**config.mk**
```make
export PLATFORM = sky130hd
export DESIGN_NAME = seven_segment_scan_decoder
export DESIGN_NICKNAME = d
export VERILOG_FILES = /design/src/rtl/seven_segment_scan_decoder.sv
export SDC_FILE = /design/constraint.sdc
export NUM_CORES = 1
export LEC_CHECK = 0
export CAP_MARGIN = 25
export CORE_ASPECT_RATIO = 0.75
export CORE_MARGIN = 2
export CORE_UTILIZATION = 60
export CTS_BUF_LIST = sky130_fd_sc_hd__clkbuf_8
export CTS_CLUSTER_DIAMETER = 100
export DETAILED_ROUTE_END_ITERATION = 8
export PLACE_DENSITY = 0.85
export SLEW_MARGIN = 20
export SYNTH_ARGS = -nofsm -noshare
export SYNTH_HDL_FRONTEND = slang
export SYNTH_SLANG_ARGS = --single-unit
```
**constraint.sdc**
```tcl
create_clock -name i_Clk -period 6.3 [get_ports i_Clk]
set_clock_uncertainty 0.2 [all_clocks]
set_input_delay 0.63 -clock i_Clk [delete_from_list [all_inputs] [get_ports i_Clk]]
set_output_delay 0.63 -clock i_Clk [all_outputs]
set_load 0.01 [all_outputs]
```
**src/rtl/seven_segment_scan_decoder.sv**
```systemverilog
// Reconstructs the packed BCD word from a time-multiplexed, active-low seven-segment bus.
// Optional stall detection is built only when SEVEN_SEG_SCAN_DECODER_TIMEOUT_EN is defined.
module seven_segment_scan_decoder #(
  parameter int unsigned SEGMENT_NUM      = 8,
  parameter int unsigned SEGMENT_NUM_USED = 8,
  parameter int unsigned SETTLE_CYCLES    = 4,
  parameter int unsigned TIMEOUT_CYCLES   = 20000
) (
  input  logic                       i_Clk,
  input  logic                       i_Reset,
  input  logic [6:0]                 i_Segments,
  input  logic [SEGMENT_NUM-1:0]     i_Anodes,
  output logic [4*SEGMENT_NUM-1:0]   o_BCD_Num,
  output logic                       o_Frame_Valid,
  output logic                       o_Glyph_Error,
  output logic                       o_Anode_Error,
  output logic                       o_Stalled
);

  localparam int unsigned SET_W = $clog2(SETTLE_CYCLES + 1);
  localparam int unsigned BCD_W = 4 * SEGMENT_NUM;

  typedef enum logic [1:0] {
    S_IDLE,
    S_SETTLE,
    S_CAPTURE,
    S_HOLD
  } state_t;

  // Elaboration-time parameter sanity check
  if (SETTLE_CYCLES == 0 || TIMEOUT_CYCLES == 0 || SEGMENT_NUM_USED > SEGMENT_NUM) begin : g_cfg_check
    $error("seven_segment_scan_decoder: invalid parameter combination");
  end

  logic [6:0]             seg_q;
  logic [6:0]             seg_p;
  logic [SEGMENT_NUM-1:0] an_q;
  logic [SEGMENT_NUM-1:0] an_p;
  logic [SEGMENT_NUM-1:0] an_sel;
  logic [SEGMENT_NUM-1:0] used_mask;
  logic [SEGMENT_NUM-1:0] mask;
  logic [BCD_W-1:0]       shadow;
  logic [SET_W-1:0]       settle_cnt;
  state_t                 state;

  logic       an_changed;
  logic       sample_same;
  logic       an_blank;
  logic       an_onehot;
  logic       an_invalid;
  logic       mask_full;
  logic       settle_done;
  logic       glyph_bad;
  logic [3:0] glyph_digit;

  // Active-low glyph to {error, digit}
  function automatic logic [4:0] decode_glyph(input logic [6:0] seg);
    case (seg)
      7'b1000000: return {1'b0, 4'd0};
      7'b1111001: return {1'b0, 4'd1};
      7'b0100100: return {1'b0, 4'd2};
      7'b0110000: return {1'b0, 4'd3};
      7'b0011001: return {1'b0, 4'd4};
      7'b0010010: return {1'b0, 4'd5};
      7'b0000010: return {1'b0, 4'd6};
      7'b1111000: return {1'b0, 4'd7};
      7'b0000000: return {1'b0, 4'd8};
      7'b0010000: return {1'b0, 4'd9};
      7'b1111111: return {1'b0, 4'hF};
      default:    return {1'b1, 4'hE};
    endcase
  endfunction

  // Classification of the registered sample against the previous one
  always_comb begin
    an_sel      = ~an_q;
    an_changed  = (an_q != an_p);
    sample_same = !an_changed && (seg_q == seg_p);
    an_blank    = (an_sel == '0);
    an_onehot   = !an_blank && ((an_sel & (an_sel - SEGMENT_NUM'(1))) == '0);
    an_invalid  = !an_blank && !an_onehot;
    for (int i = 0; i < int'(SEGMENT_NUM); i++) begin
      used_mask[i] = (i < int'(SEGMENT_NUM_USED));
    end
    mask_full   = ((mask | ~used_mask) == '1);
    settle_done = (state == S_SETTLE) && an_onehot && sample_same &&
                  (settle_cnt >= SET_W'(SETTLE_CYCLES - 1));
    {glyph_bad, glyph_digit} = decode_glyph(seg_q);
  end

  // Input registers, scan FSM, shadow capture and frame publication
  always_ff @(posedge i_Clk) begin
    if (i_Reset) begin
      seg_q         <= '1;
      seg_p         <= '1;
      an_q          <= '1;
      an_p          <= '1;
      state         <= S_IDLE;
      settle_cnt    <= '0;
      mask          <= '0;
      shadow        <= '1;
      o_BCD_Num     <= '1;
      o_Frame_Valid <= 1'b0;
      o_Glyph_Error <= 1'b0;
      o_Anode_Error <= 1'b0;
    end else begin
      seg_q         <= i_Segments;
      seg_p         <= seg_q;
      an_q          <= i_Anodes;
      an_p          <= an_q;
      o_Frame_Valid <= 1'b0;
      o_Glyph_Error <= 1'b0;
      o_Anode_Error <= 1'b0;

      if (!sample_same) begin
        settle_cnt <= '0;
      end else if (settle_cnt != SET_W'(SETTLE_CYCLES)) begin
        settle_cnt <= settle_cnt + SET_W'(1);
      end

      if (an_invalid) begin
        // Pulse once per new bad pattern; a bad bus also kills the partial frame
        o_Anode_Error <= an_changed;
        mask          <= '0;
        state         <= S_IDLE;
      end else begin
        if (mask_full) begin
          o_BCD_Num     <= shadow;
          o_Frame_Valid <= 1'b1;
          mask          <= '0;
        end

        case (state)
          S_IDLE: begin
            if (an_onehot) state <= S_SETTLE;
          end
          S_SETTLE: begin
            if (an_blank) begin
              state <= S_IDLE;
            end else if (settle_done) begin
              state         <= S_CAPTURE;
              o_Glyph_Error <= glyph_bad;
              for (int i = 0; i < int'(SEGMENT_NUM); i++) begin
                if (an_sel[i] && used_mask[i]) begin
                  shadow[4*i +: 4] <= glyph_digit;
                  mask[i]          <= 1'b1;
                end
              end
            end
          end
          S_CAPTURE, S_HOLD: begin
            if (an_changed) begin
              state <= an_blank ? S_IDLE : S_SETTLE;
            end else begin
              state <= S_HOLD;
            end
          end
          default: state <= S_IDLE;
        endcase
      end
    end
  end

`ifdef SEVEN_SEG_SCAN_DECODER_TIMEOUT_EN
  localparam int unsigned IDLE_W = $clog2(TIMEOUT_CYCLES + 1);

  logic [IDLE_W-1:0] idle_cnt;
  logic [IDLE_W-1:0] idle_next;

  // Saturating count of cycles since the last anode change
  always_comb begin
    idle_next = idle_cnt;
    if (an_changed) begin
      idle_next = '0;
    end else if (idle_cnt != IDLE_W'(TIMEOUT_CYCLES)) begin
      idle_next = idle_cnt + IDLE_W'(1);
    end
  end

  always_ff @(posedge i_Clk) begin
    if (i_Reset) begin
      idle_cnt  <= '0;
      o_Stalled <= 1'b0;
    end else begin
      idle_cnt  <= idle_next;
      o_Stalled <= (idle_next == IDLE_W'(TIMEOUT_CYCLES));
    end
  end
`else
  assign o_Stalled = 1'b0;
`endif

endmodule
```
Word-level counts from Yosys, hierarchy flattened
Cells that the tools add are included.
{"block": "classes", "eq_ne": 19, "magnitude_cmp": 1, "n_bitwise": 7, "muxes": 20, "add_sub_neg": 2, "reduce_logical": 28}
{"operator": "case mux 5 bit (11 select lines)", "count": 1}
{"operator": "AND reduction 5 bit", "count": 8}
{"operator": "2-to-1 mux 8 bit", "count": 4}
{"operator": "equality test 7 bit (second input constant)", "count": 4}
{"operator": "equality test 7 x 5 -> 1 bit (second input constant)", "count": 3}
{"operator": "logical NOT 8 bit", "count": 2}
{"operator": "equality test 7 x 6 -> 1 bit (second input constant)", "count": 2}
{"operator": "2-to-1 mux 1 bit", "count": 10}
{"operator": "bitwise AND 8 bit", "count": 1}
{"operator": "equality test 8 bit (second input constant)", "count": 1}
{"operator": "2-to-1 mux 2 bit", "count": 4}
{"operator": "inequality test 8 bit", "count": 1}
{"operator": "NOT 8 bit", "count": 1}
{"operator": "OR reduction 2 bit", "count": 4}
{"operator": "subtractor 8 x 1 -> 8 bit (second input constant)", "count": 1}
{"operator": "equality test 7 x 2 -> 1 bit (second input constant)", "count": 1}
{"operator": "equality test 7 bit", "count": 1}
{"operator": "logical NOT 7 bit", "count": 1}
{"operator": "logical AND 1 bit", "count": 6}
{"operator": "inequality test 3 bit (second input constant)", "count": 2}
{"operator": "case mux 2 bit (3 select lines)", "count": 1}
{"operator": "NOT 1 bit", "count": 5}
{"operator": "OR reduction 5 bit", "count": 1}
{"operator": "equality test 2 bit (second input constant)", "count": 2}
{"operator": "other kinds (7)", "count": 10}
{"block": "word_totals", "word_cells": 96, "regBits": 110, "input_bits": 17}

Longest topological paths before layout
Gate-level depths: netlist of run 1.
{"block": "logic_depth", "depth_word": 11, "depth_mapped": 8, "ltp_nobuf": 7}

Worst setup path after synthesis of run 1
No wires, ideal clock.
{"block": "synth_timing", "path_type": "register to register", "start": "register seg_q[3]", "end": "register shadow[0]", "stages_incl_launch_ff": 8, "arrival_time_ns": 1.884, "synth_period_minus_slack_ns": 2.238, "required_ns": 5.946, "slack_ns": 4.062, "cell_sequence": "dfxtp_1 > buf_2 > xor2_1 > nor4_2 > nand4_2 > or4_1 > buf_2 > mux2i_1"}
{"block": "synth_via", "elab_chain_len": 5}
{"element": "from (decl)", "line": "35", "rtl": "logic [6:0] seg_q;"}
{"element": "from (signal assigned)", "line": "107", "rtl": "seg_q <= i_Segments;"}
{"element": "equality test 7 bit", "line": "78", "rtl": "sample_same = !an_changed && (seg_q == seg_p);"}
{"element": "logical AND 1 bit", "line": "78"}
{"element": "logical AND 1 bit (2 in a row)", "line": "86", "rtl": "settle_done = (state == S_SETTLE) && an_onehot && sample_same &&"}
{"element": "AND reduction 5 bit (no source line)"}
{"element": "to (signal, indexed assignment)", "line": "145", "rtl": "shadow[4*i +: 4] <= glyph_digit;"}
{"element": "to (decl)", "line": "42", "rtl": "logic [BCD_W-1:0] shadow;"}
Several ways; a longest one is shown, not always the timed one.
A chain may end at the register's enable or synchronous reset.

Worst setup path after layout of run 1
{"block": "layout_timing", "start": "register an_q[5]", "end": "register shadow[29]"}
{"block": "layout_via", "elab_chain_len": 9}
{"element": "from (decl)", "line": "37", "rtl": "logic [SEGMENT_NUM-1:0] an_q;"}
{"element": "from (signal assigned)", "line": "109", "rtl": "an_q <= i_Anodes;"}
{"element": "NOT 8 bit", "line": "76", "rtl": "an_sel = ~an_q;"}
{"element": "subtractor 8 x 1 -> 8 bit", "line": "80", "rtl": "an_onehot = !an_blank && ((an_sel & (an_sel - SEGMENT_NUM'(1))) == '0);"}
{"element": "bitwise AND 8 bit", "line": "80"}
{"element": "logical NOT 8 bit", "line": "80"}
{"element": "logical AND 1 bit", "line": "80"}
{"element": "logical AND 1 bit / logical NOT 1 bit (equally long branches)", "line": "86, 81"}
{"element": "logical AND 1 bit (on tied branches)", "line": "86, 81"}
{"element": "logical AND 1 bit / NOT 1 bit (equally long branches)"}
{"element": "AND reduction 5 bit (no source line) *"}
Every way passes the cells marked *; elsewhere a longest branch is shown, timed or not.

==> results.txt, run 1 <==
Run status: completed
WP data required: 6.32 ns
CP max FO: 10
Post-Synthesis Cells: 432
Worst Tran Pin Value: 0.8913 ns
Post-detail-place hpwl: 5532 um
Slew margin rel.: 40.58%
GPL Wtd Cong: 0.7784
Slew Viols, Final: 0
Crit path largest cell delay: 0.75 ns
Cell taking the most area after synthesis: dfxtp_1
Final instance area: 5024 um^2
Critical path launch point type: register
Clock Sinks: 110
Clock power share: 34.5%
TNS Setup: 0 ns
Via count: 3051
Hold Crit Class: register to register
Fin crit share: 43.04%
Final #Nets: 486
Met3 WL: 353 um
CTS H-Tree Depth: 3
Total power: 1.207 mW
Hold path depth: 2
GRT overflow: 0
Clock-pin slew on the worst setup and hold paths: 0.10 ns
CTS tree: built
Post_cts resized: 0
Synth area leaders: dfxtp_1 51%, mux2i_1 15%, nor2_1 6.3%, or2_2 4.2%, xor2_1 3.2%
Asr flop ratio synth: 0%
DP Area: 4822 um^2
Iteration-0 DRC Markers: 140
Fmax: 368.8 MHz
Finish-stage setup viols: 0
Insertion delay to the later sink of the worst-skew pair: 0.37 ns
Tot GR Track Use: 22.15%
EDFF count, synth: 0
Period minus WS final: 2.711 ns
Top delay family on crit path: simple AND/OR/NAND/NOR gates
Antenna-violating nets left: 0
#FFs+latches synth: 110
Die height: 77.62 um
Post-CTS Setup Bufs: 0
DR DRC count: 0
Sw frac: 23.46%
Post-CTS Hold Fix Bufs: 0
Post-synth top area share: 50.79%
Hold EP: mask[2]
Wire length per cell: 14.22 um
Yosys warning count: 0
Sequential Power Share: 59.5%
Psw: 0.2833 mW
VDD IR max: 161.9 uV
Pin count of the biggest net entering global routing: 100
CP endpoint kind: register
IO Count: 53
Register area share after synthesis: 50.79%
Layout cells sized above 1: 14.44%
Combinational power share: 6.0%
Quantity of I/O buffers inserted on ports: 51
Full die area: 7929 um^2
RR Endpoint: shadow[29]
Metal-1 WL: 3966 um
Mapped Nets: 452
CP max-delay cell: or4_1
Synthesis-to-layout area growth: 15.87%
Pwr Density: 240.4 nW/um^2
Hold path startpoint: mask[2]
Mean Syn Cell Area: 10.04 um^2
Die width: 102.2 um
Worst R2R Setup Slack: 3.59 ns
Crit-path cells: xor2_1, nor4_2, nand4_2, or4_1, mux2i_1
Fillers: 543
CP bufs+invs: 0
R2R depth: 5
Setup CP Type: register to register
Count of unique library cells instantiated by Yosys: 49
TritonCTS buffer count: 9
Initial cell density of the core: 62.86%
Core area: 6897 um^2
Worst reg2reg startpoint: an_q[5]
CTS max path bufs: 2
Max-cap violations: 0
Synthesized area: 4335 um^2
Number of antenna diodes: 0
LEAKAGE: 1.971 nW
RSZ-0062 raised after global routing: no
Met2 routed WL: 3704 um
Final WL: 8089 um
Top FF cell, synth: dfxtp_1
Vias/cell: 5.362
Fin. Hold Viols: 0
Power Internal: 0.9242 mW
Arrival time worst endpoint: 2.73 ns
Antenna violations before repair: 0
Max Used Layer: met4
Std cell rows: 26
Drt pass-1 iters: 4
Clock Tree Root: clkbuf_8
Vias in the first global route: 2791
Global-route wire length before repair: 13700 um
-- power by group through the flow --
stage,Sequential [mW],Combinational (mW),Clock [mW]
after global placement,0.734,0.0689,0
after CTS,0.718,0.0711,0.426
after global routing,0.720,0.0789,0.450
after detailed placement,0.734,0.0706,0
after floorplan,0.727,0.0572,0
final,0.718,0.0722,0.417
-- per-layer routing --
| metal | GRT usage [%] | vias to the layer above |
|---|---|---|
| met2 | 33.29 | 68 |
| met1 | 31.85 | 1439 |
| li1 | - | 1535 |
| met5 | 0 | - |
| met4 | 5.600 | 0 |
| met3 | 5.766 | 9 |
-- cells in the mapped netlist (2+ instances only) --
| cell | number |
|---|---|
| nor3_1 | 8 |
| ha_1 | 3 |
| xor2_1 | 16 |
| buf_6 | 7 |
| buf_4 | 4 |
| buf_1 | 2 |
| inv_2 | 4 |
| nor4_2 | 3 |
| o21ai_0 | 4 |
| inv_1 | 2 |
| or4_4 | 6 |
| a21oi_1 | 13 |
| clkbuf_1 | 14 |
| buf_2 | 6 |
| nand2_1 | 17 |
| nand4_1 | 5 |
| dfxtp_1 | 110 |
| a31oi_1 | 3 |
| nand2b_1 | 2 |
| mux2i_1 | 64 |
| a311oi_1 | 3 |
| nand3_1 | 4 |
| o311ai_1 | 2 |
| or2_2 | 29 |
| or4_1 | 2 |
| and3_1 | 4 |
| nor2_1 | 73 |
-- flip-flops by register name, indices dropped and copies added (netlist names) --
name,flops
an_q,8
o_Frame_Valid,1
an_p,8
settle_cnt,3
o_BCD_Num,32
seg_q,7
state,2
mask,8
o_Glyph_Error,1
seg_p,7
shadow,32
o_Anode_Error,1
-- placed cells by master, fill, tap and decap left out, drive strengths merged, types with 5 or more instances in the layout --
cell type      Yosys  final
mux2i             64     64
o21ai              5      5
a21oi             13     13
or2               30     30
xor2              16     16
clkdlybuf4s50      0     50
nor3               8      8
or4                8      8
dfxtp            110    110
buf               19      5
nand4              6      6
inv                6      8
clkbuf            14     10
nand2             17     17
nor2              73     73
-- metrics by stage --
stage | util [%] | hold WS (ns) | cells | worst slack, ns
2_1_floorplan | - | 0.2318 | 432 | 4.062
3_3_place_gp | 69.52 | 0.2398 | 551 | 3.575
3_5_place_dp | 69.92 | 0.2465 | 552 | 3.509
4_1_cts | 72.77 | 0.2587 | 568 | 3.633
5_1_grt | 72.84 | 0.2919 | 569 | 3.436
6_report | 72.84 | 0.2593 | 569 | 3.589
-- cell families after synthesis --
kind of cell	Yosys count	share of synthesized area, %
other	1	0.08650
buffers and inverters	39	5.108
and+or+nand+nor	164	19.80
muxes	64	14.78
xor gates and xnor gates	17	3.434
AOI/OAI and AO/OA	33	4.907
DFF	110	50.79
adders and majority gates	4	1.097
-- tightest hold or removal path: stages, from the launching register on --
cell     delay (ns)
dfxtp_1        0.32
nand2_1        0.05
a21oi_1        0.05
-- worst max-delay path by stage --
stage,start,to,slack [ns],depth (start not counted)
floorplan,seg_q[3],shadow[0],4.06,7
global placement,i_Reset,shadow[18],3.58,6
detailed placement,i_Reset,shadow[2],3.51,6
CTS,an_q[5],shadow[2],3.63,5
global route,an_q[2],shadow[2],3.44,5
finish,an_q[5],shadow[29],3.59,5
-- final cells by class --
class,count,area (um^2),share of cell area [%]
Sequential cell,110,2202,43.84
Multi-Input combinational cell,283,1919,38.21
Inverter,6,22.52,0.4483
Clock inverter,7,72.57,1.445
Timing Repair Buffer,56,560.5,11.16
Clock buffer,9,123.9,2.466
Tap cell,98,122.6,2.441
Power figures use the tool's default switching activity.
==> run 2, diff against run 1 <==
- CORE_UTILIZATION: 60 -> 52
- PLACE_DENSITY: 0.85 -> 0.78
- clock period: 6.3 -> 2.45 ns (I/O delays scaled with it)
==> run 2 against run 1 <==
- maximum frequency grew 14%
- worst hold slack lost 0.088 ns
- sequential power grew to 2.5 times the previous value
- non-clock buffer count grew 17
- via count grew 0.85%
- utilization shrank 8.6 points
- first-iteration DRC count shrank 2.9%
- critical endpoint is now shadow[1]
- largest power group unchanged
==> results.txt, run 2 (same netlist as run 1, synthesis figures left out) <==
Setup CP Type: register to register (unchanged)
Fillers: 646 (was 543)
CP max FO: 12 (was 10)
CTS H-Tree Depth: 3 (unchanged)
Hold EP: o_BCD_Num[1] (was mask[2])
Antenna-violating nets left: 0 (unchanged)
Worst Tran Pin Value: 0.5563 ns (was 0.8913 ns)
Die height: 83.08 um (was 77.62 um)
Worst reg2reg startpoint: an_q[5] (unchanged)
Number of antenna diodes: 0 (unchanged)
Slew margin rel.: 62.33% (was 40.58%)
CTS tree: built (unchanged)
Quantity of I/O buffers inserted on ports: 51 (unchanged)
Final #Nets: 503 (was 486)
Combinational power share: 7.6% (was 6.0%)
Antenna violations before repair: 0 (unchanged)
Max-cap violations: 0 (unchanged)
Commonest non-fill, non-tap cell in the layout: dfxtp_1 (unchanged)
Sequential Power Share: 60.8% (was 59.5%)
CP endpoint kind: register (unchanged)
Die width: 109.4 um (was 102.2 um)
Fin Hold WS: 0.1713 ns (was 0.2593 ns)
Hold Crit Class: input pin to register (was register to register)
Biggest regs: o_BCD_Num x32, shadow x32 (unchanged)
Worst R2R Setup Slack: 0.08 ns (was 3.59 ns)
Synthesis-to-layout area growth: 18.30% (was 15.87%)
Pin count of the biggest net entering global routing: 43 (was 100)
Fmax: 421.9 MHz (was 368.8 MHz)
Hold path startpoint: i_Reset (was mask[2])
Min setup slack post-route: 0.07959 ns (was 3.589 ns)
VDD IR max: 294.8 uV (was 161.9 uV)
Power Internal: 2.305 mW (was 0.9242 mW)
GPL Wtd Cong: 0.7772 (was 0.7784)
Insertion delay to the later sink of the worst-skew pair: 0.36 ns (was 0.37 ns)
Critical path launch point type: register (unchanged)
Layout cells sized above 1: 17.04% (was 14.44%)
Multi-input combinational cell area: 1923 um^2 (was 1919 um^2)
Commonest non-fill, non-tap cells in the layout: 110 x dfxtp_1, 72 x nor2_1, 64 x mux2i_1 (unchanged)
Iteration-0 DRC Markers: 136 (was 140)
DR DRC count: 0 (unchanged)
Drt pass-1 iters: 4 (unchanged)
Pre-CTS WS: 0.06867 ns (was 3.509 ns)
Clock Tree Root: clkbuf_8 (unchanged)
Full die area: 9091 um^2 (was 7929 um^2)
Run status: completed (unchanged)
Clock Sinks: 110 (unchanged)
IO Count: 53 (unchanged)
Clock power share: 31.6% (was 34.5%)
Period minus WS final: 2.370 ns (was 2.711 ns)
TNS Setup: 0 ns (unchanged)
Std cell rows: 28 (was 26)
Finish-stage setup viols: 0 (unchanged)
Sw frac: 23.48% (was 23.46%)
CTS max path bufs: 2 (unchanged)
Slew Viols, Final: 0 (unchanged)
RR Endpoint: shadow[1] (was shadow[29])
Vias/cell: 5.198 (was 5.362)
R2R depth: 5 (unchanged)
Arrival time worst endpoint: 2.42 ns (was 2.73 ns)
Tot GR Track Use: 19.49% (was 22.15%)
Wire length per cell: 13.98 um (was 14.22 um)
Hold path depth: 3 (was 2)
Initial cell density of the core: 54.28% (was 62.86%)
WP data required: 2.50 ns (was 6.32 ns)
Core area: 7988 um^2 (was 6897 um^2)
RSZ-0062 raised after global routing: yes (was no)
Clock-pin slew on the worst setup and hold paths: 0.09 ns (was 0.10 ns)
Post-detail-place hpwl: 5756 um (was 5532 um)
Vias in the first global route: 2897 (was 2791)
GRT overflow: 0 (unchanged)
Fin. Hold Viols: 0 (unchanged)
LEAKAGE: 2.040 nW (was 1.971 nW)
Pwr Density: 587.3 nW/um^2 (was 240.4 nW/um^2)
Via count: 3077 (was 3051)
TritonCTS buffer count: 9 (unchanged)
Final WL: 8276 um (was 8089 um)
Global-route wire length before repair: 13900 um (was 13700 um)
Reg area: 2202 um^2 (unchanged)
Psw: 0.7073 mW (was 0.2833 mW)
Fin crit share: 96.75% (was 43.04%)
-- run 2: worst max-delay path by stage --
stage,slack [ns],to,cells after the start,start
after global routing,-0.02,shadow[0],5,an_q[2]
final,0.08,shadow[1],5,an_q[5]
after detailed placement,0.07,shadow[18],6,an_q[5]
after global placement,0.11,shadow[18],6,an_q[5]
after floorplan,0.21,shadow[0],7,seg_q[3]
after CTS,0.06,shadow[22],6,an_q[5]
-- run 2: routing by layer --
layer | wire length, um | global-route usage, % | share of wire (%)
met1 | 4045 | 27.55 | 49
met2 | 3717 | 28.73 | 45
met3 | 428 | 5.416 | 5.2
met4 | 85 | 6.214 | 1.0
met5 | 0 | 0 | 0
-- run 2: critical path, stage by stage (launching register included) --
cell and delay, ns:
dfxtp_1 0.47, and3_1 0.24, o21ai_0 0.12, a31o_2 0.36, or4_1 0.69, mux2i_1 0.17
-- run 2: through the flow --
stage | cell area [um^2] | power, mW | std cells | util (%)
floorplan | 4335 | 2.016 | 432 | -
global placement | 4943 | 2.088 | 575 | 61.89
detailed placement | 4943 | 2.093 | 575 | 61.89
CTS | 5110 | 3.037 | 590 | 63.97
global route | 5129 | 3.132 | 592 | 64.21
finish | 5129 | 3.012 | 592 | 64.21
-- run 2: area by class of cell --
class                           instances  area share [%]
Timing Repair Buffer                   73           13.32
Clock inverter                          5          0.5611
Sequential cell                       110           42.94
Clock buffer                           10           2.684
Inverter                                6          0.4391
Multi-Input combinational cell        283           37.50
Tap cell                              105           2.562
-- run 2: power by group through the flow --
stage / logic (mW) / clock network, mW / registers (mW)
6_report: 0.227 / 0.953 / 1.83
5_1_grt: 0.249 / 1.05 / 1.84
4_1_cts: 0.220 / 0.984 / 1.83
3_5_place_dp: 0.219 / 0 / 1.87
3_3_place_gp: 0.215 / 0 / 1.87
2_1_floorplan: 0.147 / 0 / 1.87
-- run 2: what timing repair did --
item,in CTS,in global routing
setup buffers,0,2
hold buffers,0,0
hold endpoints to repair,0,0
gates resized for setup,0,1
endpoints found under the setup margin,0,27
==> run 3, diff against run 2 <==
- CELL_PAD_IN_SITES_DETAIL_PLACEMENT: unset -> 1
- CELL_PAD_IN_SITES_GLOBAL_PLACEMENT: unset -> 2
- CORE_UTILIZATION: 52 -> 37
- CTS_CLUSTER_SIZE: unset -> 14
- PLACE_DENSITY: 0.78 -> unset
- PLACE_DENSITY_LB_ADDON: unset -> 0.1
- clock period: 2.45 -> 2.2 ns (I/O delays scaled with it)
==> run 3 against run 2 <==
- the run now ends with negative setup slack left
- critical path depth grew 3
- clock power is 18% higher
- non-clock buffer count is 25 higher
- clock-buffer cell count did not move
- maximum frequency grew 5.2%
- global-route usage down 2.4 points
- cell count is 14% higher
- total power is 16% higher
- combinational power increased by 45%
- largest cell class unchanged
- largest power group unchanged
==> results.txt, run 3 (same netlist as run 1, synthesis figures left out) <==
Routing usage on met3: 3.726% (was 5.416%)
Global-route wire length before repair: 16940 um (was 13900 um)
R2R depth: 8 (was 5)
Worst reg2reg startpoint: an_q[1] (was an_q[5])
CP endpoint: shadow[20] (was shadow[1])
Pre-CTS WS: -0.1665 ns (was 0.06867 ns)
Full die area: 12610 um^2 (was 9091 um^2)
Final instance area: 5545 um^2 (was 5129 um^2)
Via count: 3221 (was 3077)
Die width: 129.0 um (was 109.4 um)
Fillers: 1300 (was 646)
CP max FO: 5 (was 12)
TNS Setup: -1.193 ns (was 0 ns)
Commonest non-fill, non-tap cells in the layout: 102 x dfxtp_1, 72 x nor2_1, 64 x mux2i_1 (was 110 x dfxtp_1, 72 x nor2_1, 64 x mux2i_1)
CTS tree: built (unchanged)
Pin count of the biggest net entering global routing: 67 (was 43)
Sequential Power Share: 58.5% (was 60.8%)
Tot GR Track Use: 17.13% (was 19.49%)
Fin Hold WS: 0.05382 ns (was 0.1713 ns)
Power Internal: 2.622 mW (was 2.305 mW)
GRT busiest layer: met2 (unchanged)
Final WL: 10120 um (was 8276 um)
Fin crit share: 102.4% (was 96.75%)
Util after Layout: 48.10% (was 64.21%)
Std cell rows: 34 (was 28)
Slew margin rel.: 58.45% (was 62.33%)
Quantity of I/O buffers inserted on ports: 51 (unchanged)
Arrival time worst endpoint: 2.32 ns (was 2.42 ns)
Pwr Density: 628.8 nW/um^2 (was 587.3 nW/um^2)
CP max-delay cell: or4_4 (was or4_1)
Vias/cell: 4.779 (was 5.198)
Critical path launch point type: register (unchanged)
RSZ-0062 raised after global routing: yes (unchanged)
Clock power share: 32.0% (was 31.6%)
GR Layer Usage met1: 22.60% (was 27.55%)
Number of antenna diodes: 0 (unchanged)
Slew Viols, Final: 0 (unchanged)
Synthesis-to-layout area growth: 27.91% (was 18.30%)
Fin. Hold Viols: 0 (unchanged)
Final #Nets: 528 (was 503)
Clock Tree Root: clkbuf_8 (unchanged)
RR Endpoint: shadow[20] (was shadow[1])
Crit-path cells: buf_6, xor2_2, nor4_2, buf_4, nand4_4, buf_6, or4_4, mux2i_1 (was and3_1, o21ai_0, a31o_2, or4_1, mux2i_1)
DR DRC count: 0 (unchanged)
Psw: 0.8646 mW (was 0.7073 mW)
Drt pass-1 iters: 4 (unchanged)
CTS max path bufs: 2 (unchanged)
Post-detail-place hpwl: 7046 um (was 5756 um)
IO Count: 53 (unchanged)
DP Area: 5229 um^2 (was 4943 um^2)
Worst R2R Setup Slack: -0.05 ns (was 0.08 ns)
Crit path largest cell delay: 0.48 ns (was 0.69 ns)
Wire length per cell: 15.01 um (was 13.98 um)
Total power: 3.487 mW (was 3.012 mW)
Biggest regs: o_BCD_Num x32, shadow x32 (unchanged)
Die height: 97.75 um (was 83.08 um)
Combinational power share: 9.4% (was 7.6%)
CP most frequent cell: buf_6
TritonCTS buffer count: 9 (unchanged)
WP data required: 2.26 ns (was 2.50 ns)
Min setup slack post-route: -0.05338 ns (was 0.07959 ns)
Antenna-violating nets left: 0 (unchanged)
Vias in the first global route: 3383 (was 2897)
CP endpoint kind: register (unchanged)
GRT overflow: 0 (unchanged)
Antenna violations before repair: 0 (unchanged)
Core area: 11530 um^2 (was 7988 um^2)
Layout cells sized above 1: 25.98% (was 17.04%)
Failing checks: negative setup slack
Period minus WS final: 2.253 ns (was 2.370 ns)
Iteration-0 DRC Markers: 74 (was 136)
Setup CP Type: register to register (unchanged)
GRT met2 Usage: 28.16% (was 28.73%)
Insertion delay to the later sink of the worst-skew pair: 0.37 ns (was 0.36 ns)
Worst Tran Pin Value: 0.6135 ns (was 0.5563 ns)
Finished Layout Cells: 674 (was 592)
Clock-pin slew on the worst setup and hold paths: 0.10 ns (was 0.09 ns)
Hold Crit Class: input pin to register (unchanged)
Fmax: 443.8 MHz (was 421.9 MHz)
Clock Sinks: 110 (unchanged)
Placed cells: 654 (was 575)
Commonest non-fill, non-tap cell in the layout: dfxtp_1 (unchanged)
Sw frac: 24.79% (was 23.48%)
Post-CTS Hold Fix Bufs: 0 (unchanged)
VDD IR max: 308.9 uV (was 294.8 uV)
Max-cap violations: 0 (unchanged)
LEAKAGE: 2.187 nW (was 2.040 nW)
Initial cell density of the core: 37.61% (was 54.28%)
GPL Wtd Cong: 0.7613 (was 0.7772)
CTS H-Tree Depth: 3 (unchanged)
Origin of the worst setup path: an_q[1] (was an_q[5])
Finish-stage setup viols: 32 (was 0)
Run status: finished with violations (was completed)
[run 3: cell types whose count changed in the layout (fill, tap and decap cells not counted), moves of 2 or more]
cell and delta:
a21oi_1 -9, a21oi_2 +9, buf_12 +2, buf_4 +17, buf_6 +5, dfxtp_1 -8, dfxtp_2 +8, inv_1 -2
[run 3: power by group through the flow]
stage	clock network (mW)	logic [mW]	registers (mW)
floorplan	0	0.166	2.08
global placement	0	0.299	2.08
CTS	1.17	0.323	2.04
detailed placement	0	0.301	2.09
finish	1.12	0.329	2.04
global route	1.25	0.359	2.05
[run 3: what timing repair did]
action	in CTS	in global routing
hold endpoints to repair	0	0
gates resized for setup	23	8
endpoints found under the setup margin	60	42
pin swaps	20	7
buffers inserted	6	1
[run 3: how the worst min path moves through the flow]
stage	startpoint	cells after the start	end
finish	i_Reset	3	o_BCD_Num[28]
global route	i_Reset	3	o_BCD_Num[28]
CTS	i_Reset	3	o_BCD_Num[28]
detailed placement	mask[7]	2	mask[7]
global placement	mask[0]	2	mask[0]
floorplan	i_Anodes[0]	1	an_q[0]
[run 3: area by class of cell]
| cell class | count | area (um^2) | area share [%] |
|---|---|---|---|
| clock buffers | 10 | 137.6 | 2.482 |
| clock inverters | 5 | 35.03 | 0.6318 |
| flip-flops and latches | 110 | 2212 | 39.89 |
| multi-input cells | 283 | 2001 | 36.08 |
| inverters | 6 | 22.52 | 0.4061 |
| repair buffers | 98 | 934.6 | 16.85 |
| well taps | 162 | 202.7 | 3.655 |
[run 3: worst max-delay path, delay by kind of cell (launching register included)]
family,cells,cell delay [ns]
flops,1,0.34
mux,1,0.15
xor+xnor,1,0.15
buf+inv,3,0.44
simple gates,3,0.86
[run 3: metal layers]
layer  up-vias  share of wire [%]
li1       1612                  -
met4         0                1.2
met2        37                 46
met5         -                  0
met3        11                2.3
met1      1561                 50
